==> src/rtl/present_sbox_layer_seq.sv <==
// PRESENT substitution layer sequencer: streams 16 nibbles of a 3-share state through one
// shared threshold S-box and reassembles the substituted shares, one share path per share.
module present_sbox_layer_seq #(
  parameter int NIBBLES  = 16,
  parameter int SBOX_LAT = 1
) (
  input  logic                   clk,
  input  logic                   rst_n,
  input  logic                   start_i,
  input  logic [4*NIBBLES-1:0]   state1_i,
  input  logic [4*NIBBLES-1:0]   state2_i,
  input  logic [4*NIBBLES-1:0]   state3_i,
  output logic                   busy_o,
  output logic                   done_o,
  output logic [4*NIBBLES-1:0]   result1_o,
  output logic [4*NIBBLES-1:0]   result2_o,
  output logic [4*NIBBLES-1:0]   result3_o,
  output logic [3:0]             sbox_in1_o,
  output logic [3:0]             sbox_in2_o,
  output logic [3:0]             sbox_in3_o,
  input  logic [3:0]             sbox_out1_i,
  input  logic [3:0]             sbox_out2_i,
  input  logic [3:0]             sbox_out3_i
);

  localparam int W  = 4 * NIBBLES;
  localparam int CW = $clog2(NIBBLES);
  localparam logic [CW-1:0] LAST = CW'(NIBBLES - 1);

  localparam logic [1:0] IDLE  = 2'd0;
  localparam logic [1:0] FEED  = 2'd1;
  localparam logic [1:0] DRAIN = 2'd2;
  localparam logic [1:0] DONE  = 2'd3;

  logic [1:0]      state;
  logic [CW-1:0]   feed_cnt;
  logic [CW-1:0]   cap_cnt;
  // Bit 0 marks a valid nibble on sbox_in*_o; bit SBOX_LAT marks its result on sbox_out*_i.
  logic [SBOX_LAT:0] vld_sr;

  logic [W-1:0] sr1_p0, sr2_p0, sr3_p0;
  logic [W-1:0] shadow1_p1, shadow2_p1, shadow3_p1;

  logic accept, feed_next, cap_vld, finish;

  assign accept    = (state == IDLE) && start_i;
  assign feed_next = accept || ((state == FEED) && (feed_cnt != LAST));
  assign cap_vld   = vld_sr[SBOX_LAT];
  assign finish    = (state == DRAIN) && cap_vld && (cap_cnt == LAST);

  always_ff @(posedge clk) begin
    if (!rst_n) begin
      state    <= IDLE;
      busy_o   <= 1'b0;
      done_o   <= 1'b0;
      feed_cnt <= '0;
      cap_cnt  <= '0;
      vld_sr   <= '0;
    end else begin
      vld_sr <= {vld_sr[SBOX_LAT-1:0], feed_next};
      done_o <= 1'b0;
      if (cap_vld) cap_cnt <= cap_cnt + 1'b1;
      case (state)
        IDLE: if (start_i) begin
          state    <= FEED;
          busy_o   <= 1'b1;
          feed_cnt <= '0;
          cap_cnt  <= '0;
        end
        FEED: begin
          if (feed_cnt == LAST) state <= DRAIN;
          else                  feed_cnt <= feed_cnt + 1'b1;
        end
        DRAIN: if (finish) begin
          state  <= DONE;
          done_o <= 1'b1;
        end
        default: begin
          state  <= IDLE;
          busy_o <= 1'b0;
        end
      endcase
    end
  end

  // Stage p0: nibble feed, straight from flops so the S-box inputs never glitch.
  always_ff @(posedge clk) begin
    if (!rst_n) begin
      sr1_p0 <= '0; sr2_p0 <= '0; sr3_p0 <= '0;
      sbox_in1_o <= '0; sbox_in2_o <= '0; sbox_in3_o <= '0;
    end else if (accept) begin
      sbox_in1_o <= state1_i[3:0];
      sbox_in2_o <= state2_i[3:0];
      sbox_in3_o <= state3_i[3:0];
      sr1_p0 <= {4'b0, state1_i[W-1:4]};
      sr2_p0 <= {4'b0, state2_i[W-1:4]};
      sr3_p0 <= {4'b0, state3_i[W-1:4]};
    end else if (feed_next) begin
      sbox_in1_o <= sr1_p0[3:0];
      sbox_in2_o <= sr2_p0[3:0];
      sbox_in3_o <= sr3_p0[3:0];
      sr1_p0 <= {4'b0, sr1_p0[W-1:4]};
      sr2_p0 <= {4'b0, sr2_p0[W-1:4]};
      sr3_p0 <= {4'b0, sr3_p0[W-1:4]};
    end else begin
      sbox_in1_o <= '0;
      sbox_in2_o <= '0;
      sbox_in3_o <= '0;
    end
  end

  // Stage p1: capture into shadow regs from the MSB end so nibble 0 lands at [3:0].
  always_ff @(posedge clk) begin
    if (!rst_n) begin
      shadow1_p1 <= '0; shadow2_p1 <= '0; shadow3_p1 <= '0;
      result1_o  <= '0; result2_o  <= '0; result3_o  <= '0;
    end else begin
      if (cap_vld) begin
        shadow1_p1 <= {sbox_out1_i, shadow1_p1[W-1:4]};
        shadow2_p1 <= {sbox_out2_i, shadow2_p1[W-1:4]};
        shadow3_p1 <= {sbox_out3_i, shadow3_p1[W-1:4]};
      end
      if (finish) begin
        result1_o <= {sbox_out1_i, shadow1_p1[W-1:4]};
        result2_o <= {sbox_out2_i, shadow2_p1[W-1:4]};
        result3_o <= {sbox_out3_i, shadow3_p1[W-1:4]};
      end
    end
  end

endmodule

==> config.mk <==
export PLATFORM = sky130hd
export DESIGN_NAME = present_sbox_layer_seq
export DESIGN_NICKNAME = d
export VERILOG_FILES = /design/src/rtl/present_sbox_layer_seq.sv
export SDC_FILE = /design/constraint.sdc
export NUM_CORES = 1
export LEC_CHECK = 0
export BUFFER_PORTS_ARGS = -buffer_cell sky130_fd_sc_hd__buf_2
export CAP_MARGIN = 30
export CORE_ASPECT_RATIO = 0.6
export CORE_UTILIZATION = 50
export DETAILED_ROUTE_END_ITERATION = 12
export PLACE_DENSITY = 0.76
export SKIP_CTS_REPAIR_TIMING = 1
export SYNTH_ARGS = -nofsm -noshare
export SYNTH_HDL_FRONTEND = slang
export SYNTH_SLANG_ARGS = --single-unit
export TNS_END_PERCENT = 10
==> constraint.sdc <==
create_clock -name clk -period 1.7 [get_ports clk]
set_input_delay 0 -clock clk [delete_from_list [all_inputs] [get_ports clk]]
set_output_delay 0 -clock clk [all_outputs]
set_load 0.05 [all_outputs]
==> results.py <==
metrics = {
    "outcome": {
        "outcome": "complete, but fails checks",
        "violations": "negative setup slack",
    },
    "detailed_routing": {
        "vias": 22810,
        "route.detailed.drc": 0,
        "drt_iter0_markers": 3002,
        "ant_nets": 0,
        "routedWlPerCell_um": 19.92,
        "first_pass_iters": 9,
        "via_per_inst": 6.159,
        "wirelength_mm": 73.76,
    },
    "placed_design": {
        "dpl_cell_area_sq_um": 25420,
        "dp_hpwl_mm": 42.03,
        "gp_congestion": 0.8446,
        "io_buffers": 412,
    },
    "sta": {
        "fmax_mhz": 518.0,
        "slew-limit-headroom": 0.5779,
        "fin_tns_setup_ns": -0.2304,
        "setup_viol": 1,
        "final-hold-violation-count": 0,
        "fin_crit_sh": 1.136,
        "worst_slack_ns": -0.2304,
        "timing.hold.ws_ns": 0.2214,
        "min_period_ns": 1.930,
        "slew_violations": 0,
        "tightest_slew_ns": 0.6331,
        "finalClockSkew_ns": 0.01866,
        "rsz0062_at_grt": "yes",
    },
    "finish": {
        "drive_above_1_share": 0.1938,
        "final_nets": 3289,
        "syn2layout_area_growth_pct": 30.97,
        "utilization": 0.6719,
        "fin_area_sq_um": 29410,
        "fillCellCount": 3275,
        "multi_input_comb_area_sq_um": 9776,
        "regArea_sq_um": 11580,
    },
    "floorplan": {
        "start_util": 0.5130,
        "dieArea_sq_um": 45800,
        "die_w_um": 275.6,
        "die_y_um": 166.2,
        "row_count": 59,
        "core_area_sq_um": 43780,
        "io_pins": 413,
    },
    "yosys": {
        "ys_seq_area_frac": 0.5152,
        "syn-num-nets": 2827,
        "ys_top_cells_by_area": "dfxtp_1 52%, o21ai_0 8.2%, mux2i_1 8.2%, nand3_1 8.1%, a21oi_1 4.9%",
        "syn_area_sq_um": 22460,
        "syn_inst": 2614,
        "synth_warnings": 0,
        "synth_cell_types": 32,
        "ys_seq_elements": 578,
        "yosys.area.top_type_share": 0.5152,
        "avgSynthCellArea_sq_um": 8.592,
        "synth_top_cell_by_area": "dfxtp_1",
    },
    "power_and_ir_drop": {
        "power_frac_comb": 0.248,
        "cellInternalPower_mw": 25.40,
        "fin_total_pwr_mw": 37.27,
        "ir_drop_mv": 0.9007,
        "switching_share": 0.3183,
        "cellPowerDensity_nw_per_um2": 1267,
        "p_clk_frac": 0.327,
        "power_switching_mw": 11.86,
        "power_leakage_nw": 11.00,
        "p_seq_frac": 0.426,
    },
    "critical_path": {
        "r2r_setup_slack_ns": -0.23,
        "cp-start-kind": "register",
        "regToRegEndpoint": "sr3_p0[54]",
        "path_max_fanout": 52,
        "endpoint_kind": "register",
        "required_ns": 2.15,
        "arrival_ns": 2.38,
        "crit_type": "register to register",
        "rr_worst_depth": 6,
        "rr_startpoint": "state[0]",
    },
    "global_route": {
        "grt_pass1_vias": 18870,
        "track_usage": 0.2682,
        "grt_overflow": 0,
        "antenna_found_initial": 8,
        "grt_pass1_wl_mm": 102.0,
        "grt_max_degree": 175,
    },
    "clock_tree": {
        "clkLatencyLatePin_ns": 0.58,
        "htreeDepth": 2,
        "clkTransAtPathRegs_ns": 0.07,
        "ctsLongestPathBuffers": 3,
        "root_buffer": "clkbuf_16",
        "tritoncts": "done",
        "cts_made_buffers": 51,
        "clock_sinks": 578,
    },
    "hold_path": {
        "holdPathEnd": "shadow2_p1[60]",
        "min_from": "sbox_out2_i[0]",
        "hold_depth": 4,
        "hold_path_class": "input pin to register",
    },
    "job": {
        "max_cap_violations": 0,
    },
}
cell usage after synthesis, drive strengths merged:
master and number:
nand3 362, nor2b 2, a21oi 220, dfxtp 578, a31oi 168, nor2 186
or3 3, ha 6, mux2i 184, and2 2, and3 1, buf 54
nand4 14, o31ai 2, or4 1, nor3 1, or4b 1, a221oi 3
xnor2 1, nand2 32, inv 6, o211ai 12, xor2 2, clkbuf 240
o21ai 531, and4 2
power groups by stage:
stage	clock, mW	sequential [mW]	combinational, mW
final	12.2	15.9	9.22
after global routing	12.9	16.0	9.90
after CTS	12.3	15.7	8.17
after detailed placement	0	16.0	8.14
after global placement	0	16.0	7.90
after floorplan	0	15.9	5.34
cell usage in the layout (no fill, tap or decap), drive strengths merged:
cell,Yosys,routed
dfxtp,578,578
o21ai,531,531
buf,54,495
nand3,362,362
a21oi,220,220
dlygate4sd3,0,206
nor2,186,186
mux2i,184,184
a31oi,168,168
clkbuf,240,77
nand2,32,32
nand4,14,14
o211ai,12,12
clkinv,0,10
inv,6,9
diode,0,7
ha,6,6
bufinv,0,4
or3,3,3
a221oi,3,3
and4,2,2
nor2b,2,2
o31ai,2,2
xor2,2,2
and2,2,2
clkinvlp,0,2
or4b,1,1
xnor2,1,1
nor3,1,1
or4,1,1
and3,1,1
cell type report:
cell class,count,area share
well taps,579,0.02463
clock buffers,75,0.05262
clock inverters,19,0.007827
repair buffers,703,0.1872
inverters,6,0.001191
flip-flops and latches,578,0.3936
multi-input cells,1736,0.3323
diodes,7,0.0005955
registers in the layout (all words and copies together) (netlist names), 60 cells and up:
signal	flops
sr1_p0	60
result3_o	64
sr2_p0	60
result1_o	64
sr3_p0	60
shadow1_p1	60
result2_o	64
shadow3_p1	60
shadow2_p1	60
cell families after synthesis:
logic type,count (synthesis),synth area share
xor+xnor,3,0.001170
simple gates,607,0.1251
mux,184,0.08201
compound gates,936,0.2203
flops,578,0.5152
buf+inv,300,0.05287
fa+ha+maj,6,0.003343
metrics by stage:
stage               worst slack [ns]  cells
finish                       -0.2304   3703
global route                 -0.4125   3703
CTS                         -0.04130   3488
detailed placement         -0.005256   3394
global placement             0.03503   3394
floorplan                   -0.01493   2614
critical path, stage by stage, from the launching register on:
cell and delay (ns):
dfxtp_2 0.33, buf_4 0.12, ha_4 0.24, buf_16 0.24, buf_16 0.25, nand3_1 0.23
a31oi_1 0.39
layer usage:
metal / up-vias / wire length [um] / GRT usage
met5: - / 13 / 0
met4: 2 / 3582 / 0.07639
met3: 341 / 6281 / 0.04106
met2: 1353 / 32790 / 0.3947
met1: 10780 / 31100 / 0.4028
li1: 10330 / - / -
worst max-delay path by stage:
stage               slack [ns]       endpoint         from
detailed placement      -0.005     sr3_p0[13]  feed_cnt[0]
floorplan                -0.01    feed_cnt[3]     state[1]
global placement          0.04    feed_cnt[3]     state[0]
global route             -0.41  sbox_in1_o[1]     state[0]
finish                   -0.23     sr3_p0[54]     state[0]
CTS                      -0.04     sr3_p0[13]  feed_cnt[0]
No activity file was read; power rests on OpenSTA's default activity.
